===== config.mk =====
export PLATFORM = sky130hd
export DESIGN_NAME = ps_mul_issue
export DESIGN_NICKNAME = d
export VERILOG_FILES = /design/src/rtl/ps_mul_pkg.sv /design/src/rtl/ps_mul_decode.sv /design/src/rtl/ps_mul_issue.sv
export SDC_FILE = /design/constraint.sdc
export NUM_CORES = 1
export LEC_CHECK = 0
export CAP_MARGIN = 25
export CORE_AREA = 2 2 55 57
export CTS_CLUSTER_SIZE = 25
export DETAILED_ROUTE_END_ITERATION = 6
export DIE_AREA = 0 0 57 59
export GPL_TIMING_DRIVEN = 0
export PLACE_DENSITY = 0.89
export SYNTH_ARGS = -nofsm -noshare
export SYNTH_HDL_FRONTEND = slang
export SYNTH_SLANG_ARGS = --single-unit

===== constraint.sdc =====
create_clock -name clk -period 3.9 [get_ports clk]
set_input_delay 0.78 -clock clk [delete_from_list [all_inputs] [get_ports clk]]
set_output_delay 0.78 -clock clk [all_outputs]
set_load 0.01 [all_outputs]

===== src/rtl/ps_mul_pkg.sv =====
// Shared constants and types for the multiplier-issue slice.
// Instruction class/slice encodings, dtsts bit positions, FSM states, E-stage record.
package ps_mul_pkg;

    localparam logic [1:0] CLS_SAT = 2'b00;
    localparam logic [1:0] CLS_PRD = 2'b01;
    localparam logic [1:0] CLS_ACC = 2'b10;
    localparam logic [1:0] CLS_SUB = 2'b11;

    localparam logic [1:0] SC_MR0 = 2'b00;
    localparam logic [1:0] SC_MR1 = 2'b01;
    localparam logic [1:0] SC_MR2 = 2'b10;
    localparam logic [1:0] SC_SAT = 2'b11;

    localparam int DT_RND   = 0;
    localparam int DT_IBF   = 1;
    localparam int DT_RXUBS = 2;
    localparam int DT_RYUBS = 3;

    localparam int E_RN_W = 4;

    typedef enum logic {
        ISSUE = 1'b0,
        HOLD  = 1'b1
    } state_t;

    typedef struct packed {
        logic              vld;
        logic [E_RN_W-1:0] rn;
        logic              wr_rn;
        logic              upd_flags;
    } e_stage_t;

endpackage


===== src/rtl/ps_mul_decode.sv =====
// Purely combinational: derives register-file usage and flag-update intent
// from the instruction class, MR slice select and destination select.
module ps_mul_decode
    import ps_mul_pkg::*;
(
    input  logic [1:0] i_cls,
    input  logic [1:0] i_sc,
    input  logic       i_otreg,
    output logic       o_rd_x,
    output logic       o_rd_y,
    output logic       o_wr_rn,
    output logic       o_upd_flags
);

    logic w_is_sat_cls;
    logic w_is_sat_op;

    assign w_is_sat_cls = (i_cls == CLS_SAT);
    assign w_is_sat_op  = w_is_sat_cls & (i_sc == SC_SAT);

    // Rx is read by every multiply, and by MR-slice writes from a register.
    assign o_rd_x      = ~w_is_sat_cls | (i_otreg & (i_sc != SC_SAT));
    assign o_rd_y      = ~w_is_sat_cls;
    assign o_wr_rn     = ~i_otreg & ~w_is_sat_op;
    assign o_upd_flags = ~w_is_sat_cls | (i_sc == SC_SAT);

endmodule


===== src/rtl/ps_mul_issue.sv =====
// Multiplier issuer: decode-cycle control, one-cycle-later Rn writeback and ASTAT update.
// Optional sticky ASTAT flags under macro PS_MUL_STICKY_EN.
module ps_mul_issue
    import ps_mul_pkg::*;
#(
    parameter int RF_DATASIZE = 16,
    parameter int RF_ADDRSIZE = 4
) (
    input  logic                   clk,
    input  logic                   reset,
    input  logic                   ps_instr_vld,
    output logic                   ps_instr_rdy,
    input  logic [1:0]             ps_instr_cls,
    input  logic [1:0]             ps_instr_sc,
    input  logic [3:0]             ps_instr_dtsts,
    input  logic                   ps_instr_otreg,
    input  logic [RF_ADDRSIZE-1:0] ps_instr_rn,
    input  logic [RF_ADDRSIZE-1:0] ps_instr_rx,
    input  logic [RF_ADDRSIZE-1:0] ps_instr_ry,
    input  logic                   ps_stall,
    output logic                   ps_mul_en,
    output logic                   ps_mul_otreg,
    output logic [3:0]             ps_mul_dtsts,
    output logic [1:0]             ps_mul_cls,
    output logic [1:0]             ps_mul_sc,
    output logic [RF_ADDRSIZE-1:0] ps_rf_rxa,
    output logic [RF_ADDRSIZE-1:0] ps_rf_rya,
    input  logic [RF_DATASIZE-1:0] mul_xb_dt,
    input  logic                   mul_ps_mv,
    input  logic                   mul_ps_mn,
    output logic                   rf_wen,
    output logic [RF_ADDRSIZE-1:0] rf_wa,
    output logic [RF_DATASIZE-1:0] rf_wd,
    output logic                   astat_mv,
    output logic                   astat_mn
`ifdef PS_MUL_STICKY_EN
    ,
    input  logic                   astat_clr,
    output logic                   astat_mvs,
    output logic                   astat_mns
`endif
);

    state_t   r_state;
    state_t   w_state_nxt;
    e_stage_t r_e;
    e_stage_t w_e_nxt;

    logic w_rd_x;
    logic w_rd_y;
    logic w_wr_rn;
    logic w_upd_flags;
    logic w_hazard;
    logic w_rdy;
    logic w_issue;
    logic w_e_wen;
    logic w_e_upd;

    ps_mul_decode u_decode (
        .i_cls       (ps_instr_cls),
        .i_sc        (ps_instr_sc),
        .i_otreg     (ps_instr_otreg),
        .o_rd_x      (w_rd_x),
        .o_rd_y      (w_rd_y),
        .o_wr_rn     (w_wr_rn),
        .o_upd_flags (w_upd_flags)
    );

    // Only Rn-writing ops in E can feed a dependent reader; self-reference is harmless.
    assign w_hazard = r_e.vld & r_e.wr_rn &
                      ((w_rd_x & (ps_instr_rx == RF_ADDRSIZE'(r_e.rn))) |
                       (w_rd_y & (ps_instr_ry == RF_ADDRSIZE'(r_e.rn))));

    always_comb begin
        w_state_nxt = ISSUE;
        w_rdy       = 1'b0;
        w_issue     = 1'b0;
        case (r_state)
            ISSUE: begin
                w_rdy   = ~ps_stall & ~w_hazard;
                w_issue = ps_instr_vld & w_rdy;
                if (ps_instr_vld & w_hazard & ~ps_stall) begin
                    w_state_nxt = HOLD;
                end
            end
            HOLD: begin
                w_state_nxt = ISSUE;
            end
            default: w_state_nxt = ISSUE;
        endcase
        if (reset) begin
            w_rdy   = 1'b0;
            w_issue = 1'b0;
        end
    end

    always_comb begin
        w_e_nxt           = '0;
        w_e_nxt.vld       = w_issue;
        w_e_nxt.rn        = E_RN_W'(ps_instr_rn);
        w_e_nxt.wr_rn     = w_wr_rn;
        w_e_nxt.upd_flags = w_upd_flags;
    end

    assign ps_instr_rdy = w_rdy;
    assign ps_mul_en    = w_issue;
    assign ps_mul_otreg = w_issue & ps_instr_otreg;
    assign ps_mul_dtsts = w_issue ? ps_instr_dtsts : 4'd0;
    assign ps_mul_cls   = w_issue ? ps_instr_cls : 2'd0;
    assign ps_mul_sc    = w_issue ? ps_instr_sc : 2'd0;
    assign ps_rf_rxa    = w_issue ? ps_instr_rx : '0;
    assign ps_rf_rya    = w_issue ? ps_instr_ry : '0;

    assign w_e_wen = ~reset & r_e.vld & r_e.wr_rn;
    assign w_e_upd = r_e.vld & r_e.upd_flags;
    assign rf_wen  = w_e_wen;
    assign rf_wa   = w_e_wen ? RF_ADDRSIZE'(r_e.rn) : '0;
    assign rf_wd   = w_e_wen ? mul_xb_dt : '0;

    always_ff @(posedge clk) begin
        if (reset) begin
            r_state  <= ISSUE;
            r_e      <= '0;
            astat_mv <= 1'b0;
            astat_mn <= 1'b0;
        end else begin
            r_state <= w_state_nxt;
            r_e     <= w_e_nxt;
            if (w_e_upd) begin
                astat_mv <= mul_ps_mv;
                astat_mn <= mul_ps_mn;
            end
        end
    end

`ifdef PS_MUL_STICKY_EN
    // A clear coincident with an update keeps the fresh update.
    always_ff @(posedge clk) begin
        if (reset) begin
            astat_mvs <= 1'b0;
            astat_mns <= 1'b0;
        end else if (astat_clr) begin
            astat_mvs <= w_e_upd & mul_ps_mv;
            astat_mns <= w_e_upd & mul_ps_mn;
        end else begin
            astat_mvs <= astat_mvs | (w_e_upd & mul_ps_mv);
            astat_mns <= astat_mns | (w_e_upd & mul_ps_mn);
        end
    end
`endif

endmodule


==> out/results.txt <==
library cells used by synthesis: 25
largest net degree at the start of global routing: 11
router iterations before antenna repair: 4
Worst Max-Slew Pin Slew: 0.300 ns
worst endpoint required time: 3.12 ns
ANT nets after route: 0
Cells after Synth: 113
final core utilization: 0.651
Die Ht: 59 µm
Setup TNS: 0 ns
worst-path maximum fanout: 10
Hold Vio Cnt, Final: 0
Seq/Total Area, Yosys: 0.233
Final setup viols: 0
Pwr per Cell Area: 170 mW/mm²
max frequency: 0.292 GHz
Synth warnings: 0
drt via density: 4.52
Rows: 19
global route overflow: 0
Die Area: 0.00336 mm²
commonest non-fill, non-tap cell in the layout: clkdlybuf4s50_1
clock root buffer: clkbuf_4
Max-slew headroom: 0.800
area grow syn2layout: 106%
synthesized flop and latch total: 10
drt drc: 0
Clock transition at path regs: 0.07 ns
first-pass GRT wire length: 4450 µm
Setup WS pre-CTS: 0.473 ns
Placement Cell Area: 0.00173 mm²
I/O Pins: 85
Synth area leader: dfxtp_1
post-cts hold buffer count: 0
IO buf count: 83
WL/cell: 12.1 µm
core area: 0.00271 mm²
share of cells above drive strength 1: 0.185
global placement routability congestion: 0.807
post-synth top area share: 0.233
synthesized cell area: 858 µm²
Initial Util: 0.317
HP Class: reg -> reg
Clock Skew: 0.00263 ns
CTS Buffer Depth: 2
post-synth net total: 156
DR iter-0 viols: 21
CP Launch Type: primary input
vias in the first global route: 1017
Power, Total: 0.300 mW
Tcrit/Tclk final: 0.878
critical path type: in -> out
initial antenna violation count: 0
Total GRT Usage: 0.166
worst ir drop on vdd: 0.212 mV
setup ws final: 0.475 ns
CTS Buf Count: 3
Leak: 0.659 nW
Die W: 57 µm
postcts setup bufs: 0
synth top area cells: dfxtp_1 (23%), and2_1 (15%), nor2_2 (12%), nand2_1 (9.6%), xnor2_1 (8.2%)
Via Count: 1043
number of max-cap violations: 0
nets: 244
antenna cells: 0
Worst EP arrival: 2.64 ns
Worst setup EP type: output pin
max-slew violations: 0
most frequent cells in the layout: clkdlybuf4s50_1 (83), nand2_1 (22), and2_1 (20)
TritonCTS clock tree: done
RSZ-0062 raised after global routing: no
Clk Latency, worst-skew pair: 0.26 ns
Avg Inst Size Synth: 7.60 µm²
total clock sinks: 10
status: complete, no violations
drt total wl: 2810 µm
HPWL after detailed placement: 2380 µm
cts repair resizes: 0
H-tree Lvls: 1
Final min period: 3.42 ns
cell area after layout: 0.00176 mm²
==> flip-flops by register name, indices dropped and copies added (netlist names) <==
register / cells
astat_mn: 1
astat_mv: 1
r_e: 7
r_state: 1
==> report_power, final <==
group / internal, mW / switching, mW
clock: 0.0567 / 0.0353
sequential: 0.107 / 0.00412
combinational: 0.0662 / 0.0313
total: 0.229 / 0.0707
==> final cells by class <==
type	instances	area (µm²)
flip-flops and latches	10	200
clock buffers	4	36.3
well taps	31	38.8
plain buffers	7	76.3
fillers	249	946
repair buffers	83	831
multi-input cells	96	582
==> layer usage <==
layer | GRT usage | routed length (µm)
met1 | 0.178 | 1070
met2 | 0.322 | 1540
met3 | 0.0502 | 149
met4 | 0.0332 | 48
met5 | 0 | 0
==> worst max-delay path: stages <==
cell	delay [ns]
clkdlybuf4s50_1	0.44
or2_1	0.29
o21bai_2	0.19
o22ai_2	0.12
buf_6	0.16
nor2_2	0.11
clkdlybuf4s50_1	0.55
==> logic make-up (layout without fill, tap and decap cells) <==
group,after synthesis,in the layout,share of synthesized area
buffers and inverters,7,94,0.0889
AO/OA/AOI/OAI,7,7,0.0598
AND/OR/NAND/NOR,81,81,0.536
XOR/XNOR,8,8,0.0816
flip-flops,10,10,0.233
==> synth_stat cells, drive strengths merged <==
library cell and instances:
buf 5, o21bai 1, nand2 24, a21oi 3
nor3b 1, nand4 2, and2b 4, nor3 2
dfxtp 10, clkbuf 2, nor2 22, nor2b 1
o21ai 1, a21boi 1, or2 1, o22ai 1
and2 21, nand3 3, xnor2 8
==> path summary, 6_finish.rpt <==
path / start / endpoint / slack [ns] / depth (start not counted)
max: ps_instr_cls[1] / ps_mul_dtsts[3] / 0.48 / 7
min: astat_mn$_SDFFE_PP0P_ / astat_mn$_SDFFE_PP0P_ / 0.46 / 2
max reg2reg: r_e[2]$_SDFF_PP0_ / r_e[6]$_SDFF_PP0_ / 2.67 / 5
min reg2reg: astat_mn$_SDFFE_PP0P_ / astat_mn$_SDFFE_PP0P_ / 0.46 / 2
==> per-stage QoR <==
| stage | std cells | hold WS (ns) |
|---|---|---|
| finish | 231 | 0.464 |
| global route | 231 | 0.490 |
| CTS | 231 | 0.469 |
| global placement | 227 | 0.445 |
| floorplan | 113 | 0.468 |
| detailed placement | 227 | 0.456 |
Power figures use the tool's default switching activity.
